==> config.mk <==
export PLATFORM = sky130hd
export DESIGN_NAME = subleq_controller
export DESIGN_NICKNAME = d
export VERILOG_FILES = /design/src/rtl/subleq_pkg.sv /design/src/rtl/subleq_controller.sv
export SDC_FILE = /design/constraint.sdc
export NUM_CORES = 1
export LEC_CHECK = 0
export ABC_AREA = 1
export BUFFER_PORTS_ARGS = -buffer_cell sky130_fd_sc_hd__buf_2
export CORE_ASPECT_RATIO = 1.2
export CORE_MARGIN = 5
export CORE_UTILIZATION = 40
export CTS_CLUSTER_DIAMETER = 40
export CTS_CLUSTER_SIZE = 40
export DETAILED_ROUTE_END_ITERATION = 8
export PLACE_DENSITY_LB_ADDON = 0.2
export SETUP_SLACK_MARGIN = 0.3
export SYNTH_ARGS = -nofsm -noshare
export SYNTH_HDL_FRONTEND = slang
export SYNTH_SLANG_ARGS = --single-unit
==> constraint.sdc <==
create_clock -name clk -period 1.6 [get_ports clk]
set_input_delay 0 -clock clk [delete_from_list [all_inputs] [get_ports clk]]
set_output_delay 0 -clock clk [all_outputs]
set_load 0.01 [all_outputs]
==> src/rtl/subleq_pkg.sv <==
// rtl/subleq_pkg.sv - state codes for the SUBLEQ sequencer
//
// Purpose: 4-bit state encoding shared by subleq_controller, the datapath
// and pc_incre. Codes 0..14 are always present. Code 15 (ST_PAUSE) exists
// only when SUBLEQ_STEP_EN is defined.
package subleq_pkg;

  localparam int STATE_W = 4;

  typedef enum logic [STATE_W-1:0] {
    ST_FETCH_A     = 4'd0,
    ST_LOAD_A      = 4'd1,
    ST_FETCH_B     = 4'd2,
    ST_LOAD_B      = 4'd3,
    ST_FETCH_C     = 4'd4,
    ST_LOAD_C      = 4'd5,
    ST_FETCH_MEM_A = 4'd6,
    ST_LOAD_MEM_A  = 4'd7,
    ST_FETCH_MEM_B = 4'd8,
    ST_LOAD_MEM_B  = 4'd9,
    ST_EXECUTE     = 4'd10,
    ST_WRITEBACK   = 4'd11,
    ST_UPDATE_PC   = 4'd12,
    ST_IDLE        = 4'd13,
    ST_HALT        = 4'd14
`ifdef SUBLEQ_STEP_EN
    ,
    ST_PAUSE       = 4'd15
`endif
  } state_e;

endpackage

==> src/rtl/subleq_controller.sv <==
// rtl/subleq_controller.sv - SUBLEQ sequencing FSM with start/halt and retired-instruction counter
//
// Purpose: issues every datapath control for one SUBLEQ instruction:
//   fetch/load a, b and c, then mem[a] and mem[b], execute, write back, and update the PC.
// Optional feature: define SUBLEQ_STEP_EN to add the step input and the PAUSE state.
//   In that build each non-halting instruction parks in PAUSE until step is pulsed.
// Ports:
//   clk, rst_n          clock (rising edge) and asynchronous active-low reset
//   start               leaves IDLE/HALT and clears icnt
//   mem_ready           memory handshake; only looked at in FETCH_* and WRITEBACK
//   mem_data            c operand snoop, used for halt detection
//   zero, negative      ALU flags after the subtract
//   step                (SUBLEQ_STEP_EN only) releases PAUSE
//   state               current state code to the datapath
//   *_ld, mem_read, mem_write, pc_ld, branch_take   Moore decodes of state
//   busy, halted        status outputs
//   icnt                instructions retired since the last start
module subleq_controller
  import subleq_pkg::*;
#(
  parameter int                DATA_W    = 64,
  parameter logic [DATA_W-1:0] HALT_ADDR = '1,
  parameter int                ICNT_W    = 32
) (
  input  logic               clk,
  input  logic               rst_n,
  input  logic               start,
  input  logic               mem_ready,
  input  logic [DATA_W-1:0]  mem_data,
  input  logic               zero,
  input  logic               negative,
`ifdef SUBLEQ_STEP_EN
  input  logic               step,
`endif
  output logic [STATE_W-1:0] state,
  output logic               a_ld,
  output logic               b_ld,
  output logic               c_ld,
  output logic               mem_a_ld,
  output logic               mem_b_ld,
  output logic               result_ld,
  output logic               mem_read,
  output logic               mem_write,
  output logic               pc_ld,
  output logic               branch_take,
  output logic               busy,
  output logic               halted,
  output logic [ICNT_W-1:0]  icnt
);

  state_e              state_q, state_d;
  logic                take_q, take_d;
  logic                halt_pend_q, halt_pend_d;
  logic [ICNT_W-1:0]   icnt_q, icnt_d;

  always_ff @(posedge clk or negedge rst_n) begin
    if (!rst_n) begin
      state_q     <= ST_IDLE;
      take_q      <= 1'b0;
      halt_pend_q <= 1'b0;
      icnt_q      <= '0;
    end else begin
      state_q     <= state_d;
      take_q      <= take_d;
      halt_pend_q <= halt_pend_d;
      icnt_q      <= icnt_d;
    end
  end

  always_comb begin
    state_d     = state_q;
    take_d      = take_q;
    halt_pend_d = halt_pend_q;
    icnt_d      = icnt_q;
    case (state_q)
      ST_IDLE, ST_HALT: begin
        if (start) begin
          state_d = ST_FETCH_A;
          icnt_d  = '0;
        end
      end
      ST_FETCH_A:     if (mem_ready) state_d = ST_LOAD_A;
      ST_LOAD_A:      state_d = ST_FETCH_B;
      ST_FETCH_B:     if (mem_ready) state_d = ST_LOAD_B;
      ST_LOAD_B:      state_d = ST_FETCH_C;
      ST_FETCH_C:     if (mem_ready) state_d = ST_LOAD_C;
      ST_LOAD_C: begin
        state_d     = ST_FETCH_MEM_A;
        // A branch target equal to HALT_ADDR marks this as the final instruction.
        halt_pend_d = (mem_data == HALT_ADDR);
      end
      ST_FETCH_MEM_A: if (mem_ready) state_d = ST_LOAD_MEM_A;
      ST_LOAD_MEM_A:  state_d = ST_FETCH_MEM_B;
      ST_FETCH_MEM_B: if (mem_ready) state_d = ST_LOAD_MEM_B;
      ST_LOAD_MEM_B:  state_d = ST_EXECUTE;
      ST_EXECUTE: begin
        state_d = ST_WRITEBACK;
        take_d  = zero | negative;
      end
      ST_WRITEBACK:   if (mem_ready) state_d = ST_UPDATE_PC;
      ST_UPDATE_PC: begin
        icnt_d = icnt_q + {{(ICNT_W-1){1'b0}}, 1'b1};
        // The PC is still loaded on the halting instruction so it reads HALT_ADDR afterwards.
        if (take_q && halt_pend_q) begin
          state_d = ST_HALT;
        end else begin
`ifdef SUBLEQ_STEP_EN
          state_d = ST_PAUSE;
`else
          state_d = ST_FETCH_A;
`endif
        end
      end
`ifdef SUBLEQ_STEP_EN
      ST_PAUSE:       if (step) state_d = ST_FETCH_A;
`endif
      default:        state_d = ST_IDLE;
    endcase
  end

  always_comb begin
    a_ld        = 1'b0;
    b_ld        = 1'b0;
    c_ld        = 1'b0;
    mem_a_ld    = 1'b0;
    mem_b_ld    = 1'b0;
    result_ld   = 1'b0;
    mem_read    = 1'b0;
    mem_write   = 1'b0;
    pc_ld       = 1'b0;
    branch_take = 1'b0;
    case (state_q)
      ST_FETCH_A, ST_FETCH_B, ST_FETCH_C,
      ST_FETCH_MEM_A, ST_FETCH_MEM_B: mem_read = 1'b1;
      ST_LOAD_A:     begin mem_read = 1'b1; a_ld     = 1'b1; end
      ST_LOAD_B:     begin mem_read = 1'b1; b_ld     = 1'b1; end
      ST_LOAD_C:     begin mem_read = 1'b1; c_ld     = 1'b1; end
      ST_LOAD_MEM_A: begin mem_read = 1'b1; mem_a_ld = 1'b1; end
      ST_LOAD_MEM_B: begin mem_read = 1'b1; mem_b_ld = 1'b1; end
      ST_EXECUTE:    result_ld = 1'b1;
      ST_WRITEBACK:  mem_write = 1'b1;
      ST_UPDATE_PC:  begin pc_ld = 1'b1; branch_take = take_q; end
      default:       ;
    endcase
  end

  assign state  = state_q;
  assign busy   = (state_q != ST_IDLE) && (state_q != ST_HALT);
  assign halted = (state_q == ST_HALT);
  assign icnt   = icnt_q;

endmodule

==> impl_metrics.json, run 1 <==
{
  "status": "complete, no violations",
  "dieHeight_um": 97.5,
  "wl_per_cell_um": 15.2,
  "grt_overflow_total": 0,
  "skew_ns": 0.00704,
  "first_global_vias": 3200,
  "dp_slack_ns": 0.0262,
  "grt_pass1_wl_um": 14900,
  "synth_seq_area_share": 0.374,
  "p_leak_uw": 0.00224,
  "cts_root_buffer": "clkbuf_8",
  "num_rows": 32,
  "crit_required_ns": 1.84,
  "dpl.cell_count": 614,
  "final_common_cell": "nand2_1",
  "synth_edf_count": 0,
  "n_antenna_cell": 0,
  "relSlewSlack": 0.670,
  "cp_max_fo": 6,
  "h-tree-depth": 2,
  "setup_ws_ns": 0.0204,
  "period_minus_slack_ns": 1.58,
  "clock_sinks": 38,
  "tightest_slew_ns": 0.496,
  "ant_nets": 0,
  "vdd_ir_drop_max_uv": 1060,
  "clkTransAtPathRegs_ns": 0.08,
  "cts_buffer_depth": 2,
  "port-buffer-count": 117,
  "drt_iter0_drc": 192,
  "p_total_uw": 5520,
  "finalInstanceArea_sq_um": 4420,
  "via_per_inst": 5.12,
  "pin_count": 118,
  "finalCritPeriodShare": 0.987,
  "dpl.hpwl_um": 6580,
  "synth_nets": 474,
  "track_usage": 0.220,
  "vias": 3418,
  "hold_class": "input pin to flip-flop",
  "drive_gt1_frac": 0.489,
  "syn_to_final_growth_pct": 73.0,
  "placed_area_sq_um": 3430,
  "crit_type": "flip-flop to flip-flop",
  "cts_made_buffers": 5,
  "antenna_found_initial": 0,
  "slew_violations": 0,
  "timing.final.hold_violations": 0,
  "crit_path_start_kind": "flip-flop",
  "drt-total-wl_um": 10100,
  "worstPathArrival_ns": 1.82,
  "pwr_density_cell_nw_per_um2": 1250,
  "setup.worst_path.end_class": "flip-flop",
  "finalHoldWorstSlack_ns": 0.120,
  "synth.distinct_cells": 31,
  "syn_avg_cell_area_sq_um": 6.33,
  "cap_violations": 0,
  "fp.dieW_um": 82.9,
  "syn_inst": 403,
  "async_flop_share": 1.00,
  "synth_ff_type": "dfrtp_1",
  "synth_seq_cells": 38,
  "mostFrequentLayoutCells": "nand2_1, buf_2, nor2_1",
  "dieArea_sq_um": 8090,
  "clock_latency_ns": 0.30,
  "start_util": 0.403,
  "drtPass1Iterations": 5,
  "gp_congestion": 0.896,
  "grt_start_max_net_pins": 39,
  "netlist_area_sq_um": 2550,
  "layoutNonFillerInstCount": 668,
  "synth-warning-count": 0,
  "fmax_mhz": 633,
  "tritoncts": "yes",
  "drc": 0,
  "core-area_sq_um": 6330,
  "setup_violations": 0,
  "rsz0062_at_grt": "true",
  "nets": 653
}
[cells in the mapped netlist (3+ instances only)]
master	number	area share
a21oi_1	7	0.014
nand4_1	18	0.044
o21ai_0	16	0.031
dfrtp_1	35	0.34
nand3_1	36	0.071
inv_1	40	0.059
nor2_1	63	0.093
dfstp_2	3	0.031
o21ai_1	3	0.0059
nor2_2	3	0.0074
nand2_1	154	0.23
[flip-flops by register name, indices dropped and copies added, names as in the netlist]
| signal | cells |
|---|---|
| halt_pend_q | 1 |
| icnt | 32 |
| state | 4 |
| take_q | 1 |
[power breakdown]
group          internal, uW  switching (uW)
clock                   348             343
combinational          1440            1690
sequential             1300             403
total                  3080            2440
[worst paths after layout]
path,endpoint,slack (ns),start,depth (start not counted)
setup / recovery,state[2],0.02,state[2],9
hold / removal,halt_pend_q,0.12,mem_data[40],7
setup reg to reg,state[2],0.02,state[2],9
hold reg to reg,icnt[13],0.52,icnt[13],1
max in group asynchronous,icnt[15],0.94,rst_n,3
min in group asynchronous,icnt[14],0.29,rst_n,3
[per-stage QoR]
step           TNS (ns)   util
3_3_place_gp          0  0.542
5_1_grt          -0.122  0.698
4_1_cts               0  0.628
6_report              0  0.698
3_5_place_dp          0  0.542
2_1_floorplan         0      -
[area by class of cell]
type	instances	area [sq um]
clock buffers	7	86.3
clock inverters	1	5.00
fillers	512	1910
inverters	42	180
multi-input cells	319	1850
flip-flops and latches	38	966
well taps	85	106
repair buffers	176	1220
[metal layers]
metal,track usage,vias to the layer above,part of all wire
met3,0.0492,30,0.049
met5,0,-,0
met4,0.0742,0,0.030
met1,0.260,1619,0.39
li1,-,1646,-
met2,0.392,123,0.53
[worst max-delay path: stages (launching register included)]
cell and delay, ns:
dfstp_2 0.39, buf_4 0.13, buf_8 0.13, buf_12 0.12
nand2_4 0.09, nor2_4 0.04, buf_4 0.12, o21ai_0 0.28
nand3_1 0.13, nand2_1 0.09
[cell families after synthesis]
group	synth area share
AO/OA/AOI/OAI	0.0618
XOR/XNOR	0.00343
adder cells (fa/ha/maj)	0.00490
buffers and inverters	0.0730
flip-flops	0.374
AND/OR/NAND/NOR	0.483
[timing repair]
item	in CTS	in global routing
resized for setup	69	75
buffers inserted	23	19
endpoints found under the setup margin	46	51
pin swaps	23	25
hold buffers	3	0
cloned	0	1
hold endpoints to repair	36	0
(Power assumes the default switching activity.)
==> run 2, diff against run 1 <==
--- a/config.mk
+++ b/config.mk
@@ -9,7 +9,7 @@
 export BUFFER_PORTS_ARGS = -buffer_cell sky130_fd_sc_hd__buf_2
 export CORE_ASPECT_RATIO = 1.2
 export CORE_MARGIN = 5
-export CORE_UTILIZATION = 40
+export CORE_UTILIZATION = 42
 export CTS_CLUSTER_DIAMETER = 40
 export CTS_CLUSTER_SIZE = 40
 export DETAILED_ROUTE_END_ITERATION = 8
==> constraint.sdc (replaced) <==
create_clock -name clk -period 2 [get_ports clk]
set_input_delay 0 -clock clk [delete_from_list [all_inputs] [get_ports clk]]
set_output_delay 0 -clock clk [all_outputs]
set_load 0.01 [all_outputs]
==> run 2 against run 1 <==
Via count is 12% lower. Final cell count is 7.9% lower. Wire length is 24% lower. Critical path type is now flip-flop to primary output. Critical path depth is 4 lower.
==> impl_metrics.json, run 2 (same netlist as run 1, synthesis figures left out) <==
{
  "worstHoldEndpoint": "halt_pend_q",
  "dieArea_sq_um": 7740,
  "dpl.hpwl_um": 6240,
  "period_minus_slack_ns": 1.62,
  "crit_required_ns": 2.00,
  "crit_start": "state[3]",
  "setup_violations": 0,
  "fmax_mhz": 616,
  "nets": 604,
  "cp_common_cell": "buf_4",
  "skew_ns": 0.0106,
  "drive_gt1_frac": 0.278,
  "grt_overflow_total": 0,
  "crit_type": "flip-flop to primary output",
  "crit_path_start_kind": "flip-flop",
  "syn_to_final_growth_pct": 32.7,
  "slew_violations": 0,
  "cpMaxStageDelayCell": "dfstp_2",
  "cts_buffer_depth": 2,
  "tns_ns": 0,
  "grt_start_max_net_pins": 39,
  "drc": 0,
  "r2r-end": "icnt[10]",
  "p_leak_uw": 0.00186,
  "n_antenna_cell": 0,
  "reg2reg_depth": 8,
  "finalCritPeriodShare": 0.812,
  "status": "complete, no violations",
  "start_util": 0.427,
  "grt_pass1_wl_um": 12700,
  "clock_latency_ns": 0.29,
  "cp_cell_sequence": "nand2_2 -> nor2_2 -> buf_4 -> buf_4 -> buf_2",
  "vias": 3018,
  "tritoncts": "yes",
  "critPathTopFamily": "flip-flops",
  "dp_slack_ns": 0.390,
  "drt_iter0_drc": 144,
  "h-tree-depth": 2,
  "cts_made_buffers": 5,
  "drt-total-wl_um": 7750,
  "cp_max_fo": 12,
  "first_global_vias": 2846,
  "ant_nets": 0,
  "finalHoldWorstSlack_ns": 0.103,
  "post-route-util": 0.567,
  "num_rows": 31,
  "via_per_inst": 4.91,
  "mostFrequentLayoutCells": "nand2_1, buf_2, nor2_1",
  "rsz0062_at_grt": "true",
  "cts_root_buffer": "clkbuf_8",
  "core-area_sq_um": 5970,
  "largest_reg_flops": 32,
  "timing.final.hold_violations": 0,
  "drtPass1Iterations": 4,
  "cp_slowest_stage_delay_ns": 0.59,
  "clkTransAtPathRegs_ns": 0.08,
  "gp_congestion": 0.853,
  "tightest_slew_ns": 0.880,
  "track_usage": 0.211,
  "setup.worst_path.end_class": "primary output",
  "dieHeight_um": 95.4,
  "ff2ff_setup_slack_ns": 0.42,
  "fp.dieW_um": 81.2,
  "path_buf_inv": 3,
  "pwr_density_cell_nw_per_um2": 931,
  "relSlewSlack": 0.413,
  "wl_per_cell_um": 12.6,
  "min_from": "mem_data[40]",
  "setup_ws_ns": 0.376,
  "vdd_ir_drop_max_uv": 454,
  "worstPathArrival_ns": 1.62,
  "pin_count": 118,
  "whs_path_depth": 7,
  "timing.rr.start": "state[0]",
  "antenna_found_initial": 0,
  "final_common_cell": "nand2_1",
  "port-buffer-count": 117,
  "cap_violations": 0,
  "hold_class": "input pin to flip-flop",
  "clock_sinks": 38
}
## run 2: tightest hold or removal path, delay by kind of cell
family                 cells  cell delay [ns]
AND/OR/NAND/NOR            6             0.26
buffers and inverters      1             0.09
## run 2: layout make-up
| type | instances | area (sq um) |
|---|---|---|
| clock buffers | 7 | 76.3 |
| fillers | 638 | 2580 |
| inverters | 42 | 158 |
| multi-input cells | 319 | 1430 |
| flip-flops and latches | 38 | 955 |
| well taps | 82 | 103 |
| repair buffers | 127 | 668 |
## run 2: per-layer routing
metal  track usage  vias up  share of wire
met5             0        -              0
met4        0.0535        0         0.0076
li1              -     1546              -
met2         0.390      105           0.51
met1         0.248     1362           0.42
met3        0.0388        5          0.061
## run 2: report_power, final
part | total, uW | switching (uW) | internal [uW]
clock | 516 | 275 | 241
combinational | 1290 | 756 | 529
sequential | 1350 | 330 | 1020
total | 3150 | 1360 | 1790
## run 2: how the worst max path moves through the flow
stage | endpoint | slack [ns] | cells after the start
floorplan | icnt[20] | 0.50 | 9
global placement | icnt[26] | 0.42 | 8
detailed placement | icnt[30] | 0.39 | 8
CTS | pc_ld | 0.34 | 5
global route | icnt[10] | 0.26 | 8
finish | pc_ld | 0.38 | 5
## run 2: what timing repair did
action                     in CTS  in global routing
setup endpoints to repair       0                 14
hold endpoints to repair       36                  0
buffers inserted                0                  2
hold buffers                    3                  0
gates resized for setup         0                  5
## run 2: metrics by stage
stage	power [uW]	instances	cell area, sq um
final	3150	615	3390
after global routing	3410	615	3390
after CTS	3140	613	3360
after detailed placement	2620	603	3250
after global placement	2590	603	3250
after floorplan	2060	403	2550
==> run 3, diff against run 2 <==
==> constraint.sdc (replaced) <==
create_clock -name clk -period 1.3 [get_ports clk]
set_input_delay 0 -clock clk [delete_from_list [all_inputs] [get_ports clk]]
set_output_delay 0 -clock clk [all_outputs]
set_load 0.01 [all_outputs]
==> run 3 against run 2 <==
The run now ends with setup timing left. Global-route usage up 7.0 points. Utilization rose by 27 points. Wire length grew 56%. First-iteration DRC count is 120% higher. Sequential share of layout area down 9.1 points. Non-clock buffer count rose by 98. Clock power is 100% higher. Worst hold slack worse by 0.0036 ns. Final area up 48%. Critical path type is now flip-flop to flip-flop.
==> impl_metrics.json, run 3 (same netlist as run 1, synthesis figures left out) <==
{
  "gp_congestion": 0.931,
  "grt_start_max_net_pins": 21,
  "vias": 3863,
  "via_per_inst": 5.41,
  "vdd_ir_drop_max_uv": 893,
  "finalInstanceArea_sq_um": 5030,
  "drt_iter0_drc": 312,
  "clock_latency_ns": 0.30,
  "worstPathArrival_ns": 1.82,
  "skew_ns": 0.00968,
  "p_leak_uw": 0.00253,
  "hold_class": "input pin to flip-flop",
  "n_antenna_cell": 0,
  "core-area_sq_um": 5970,
  "cp_slowest_stage_delay_ns": 0.59,
  "post-route-util": 0.842,
  "tightest_slew_ns": 0.526,
  "setup_ws_ns": -0.318,
  "largest_reg_flops": 32,
  "dpl.hpwl_um": 7510,
  "grt_pass1_wl_um": 16700,
  "dieHeight_um": 95.4,
  "mostFrequentLayoutCells": "nand2_1, buf_2, buf_6",
  "drc": 0,
  "clkTransAtPathRegs_ns": 0.09,
  "crit_path_start_kind": "flip-flop",
  "layoutNonFillerInstCount": 714,
  "fmax_mhz": 618,
  "dpl.cell_count": 676,
  "violations": "setup timing",
  "rsz0062_at_grt": "true",
  "cts_root_buffer": "clkbuf_8",
  "setup.worst_path.end_class": "flip-flop",
  "setup_violations": 51,
  "h-tree-depth": 2,
  "drive_gt1_frac": 0.555,
  "tns_ns": -10.18,
  "ant_nets": 0,
  "timing.final.hold_violations": 0,
  "nFillCells": 344,
  "cap_violations": 0,
  "first_global_vias": 3705,
  "start_util": 0.427,
  "num_rows": 31,
  "crit_required_ns": 1.50,
  "p_total_uw": 8030,
  "dieArea_sq_um": 7740,
  "grt_overflow_total": 0,
  "relSlewSlack": 0.649,
  "period_minus_slack_ns": 1.62,
  "track_usage": 0.281,
  "multi_input_area_sq_um": 1900,
  "syn_to_final_growth_pct": 97.0,
  "cpMaxStageDelayCell": "dfstp_2",
  "finalCritPeriodShare": 1.24,
  "slew_violations": 0,
  "cts_buffer_depth": 2,
  "crit_type": "flip-flop to flip-flop",
  "cp_common_cell": "nand2_1",
  "cp_max_fo": 8,
  "status": "complete, but fails checks",
  "nets": 702,
  "final_common_cell": "nand2_1",
  "wl_per_cell_um": 16.9,
  "antenna_found_initial": 0,
  "cp_cell_sequence": "buf_6 -> nand2_4 -> nand2_4 -> nand3_4 -> buf_8 -> nand2_1 -> nand2_1 -> nand2_1 -> inv_1",
  "port-buffer-count": 117,
  "pin_count": 118,
  "cts_made_buffers": 5,
  "fp.dieW_um": 81.2,
  "drtPass1Iterations": 5,
  "pwr_density_cell_nw_per_um2": 1600,
  "placed_area_sq_um": 3990,
  "drt-total-wl_um": 12100,
  "clock_sinks": 38,
  "seq_area_sq_um": 958,
  "tritoncts": "yes"
}
## run 3: metrics by stage
| step | hold WS (ns) | worst slack (ns) |
|---|---|---|
| after floorplan | -0.296 | -0.143 |
| after global placement | -0.00850 | -0.135 |
| after detailed placement | 0.00103 | -0.162 |
| after CTS | 0.109 | -0.184 |
| after global routing | 0.158 | -0.384 |
| final | 0.0997 | -0.318 |
## run 3: final timing paths
kind	from	slack (ns)	endpoint	depth (start not counted)
worst max-delay path	state[0]	-0.32	icnt[26]	9
worst min-delay path	mem_data[57]	0.1	halt_pend_q	7
worst max register to register	state[0]	-0.32	icnt[26]	9
worst min register to register	halt_pend_q	0.56	halt_pend_q	2
max in group asynchronous	rst_n	0.61	icnt[15]	3
min in group asynchronous	rst_n	0.21	icnt[4]	2
## run 3: cell type report
| type | count | area share |
|---|---|---|
| inverter | 42 | 0.0348 |
| clock inverter | 3 | 0.00796 |
| tap | 82 | 0.0204 |
| multi-input combinational | 319 | 0.378 |
| timing repair buffer | 225 | 0.355 |
| clock buffer | 5 | 0.0137 |
| sequential | 38 | 0.191 |
## run 3: worst max-delay path, delay by kind of cell (launching register included)
kind                   cells  cell delay (ns)
flip-flops                 1             0.59
AND/OR/NAND/NOR            6             0.54
buffers and inverters      3             0.37
## run 3: what timing repair did
| item | in CTS | in global routing |
|---|---|---|
| setup endpoints to repair | 60 | 71 |
| setup buffers | 19 | 8 |
| hold buffers | 3 | 0 |
| resized for setup | 105 | 74 |
| pin swaps | 30 | 23 |
| hold endpoints to repair | 17 | 0 |
## run 3: power by group
part	internal, uW	switching (uW)	total [uW]
clock	566	479	1040
sequential	1580	436	2020
combinational	2500	2470	4960
total	4640	3380	8030
## run 3: layer usage
metal / global-route usage / share of wire / vias to the layer above
li1: - / - / 1740
met1: 0.290 / 0.35 / 1789
met2: 0.549 / 0.53 / 270
met3: 0.0416 / 0.075 / 64
met4: 0.123 / 0.049 / 0
met5: 0 / 0 / -
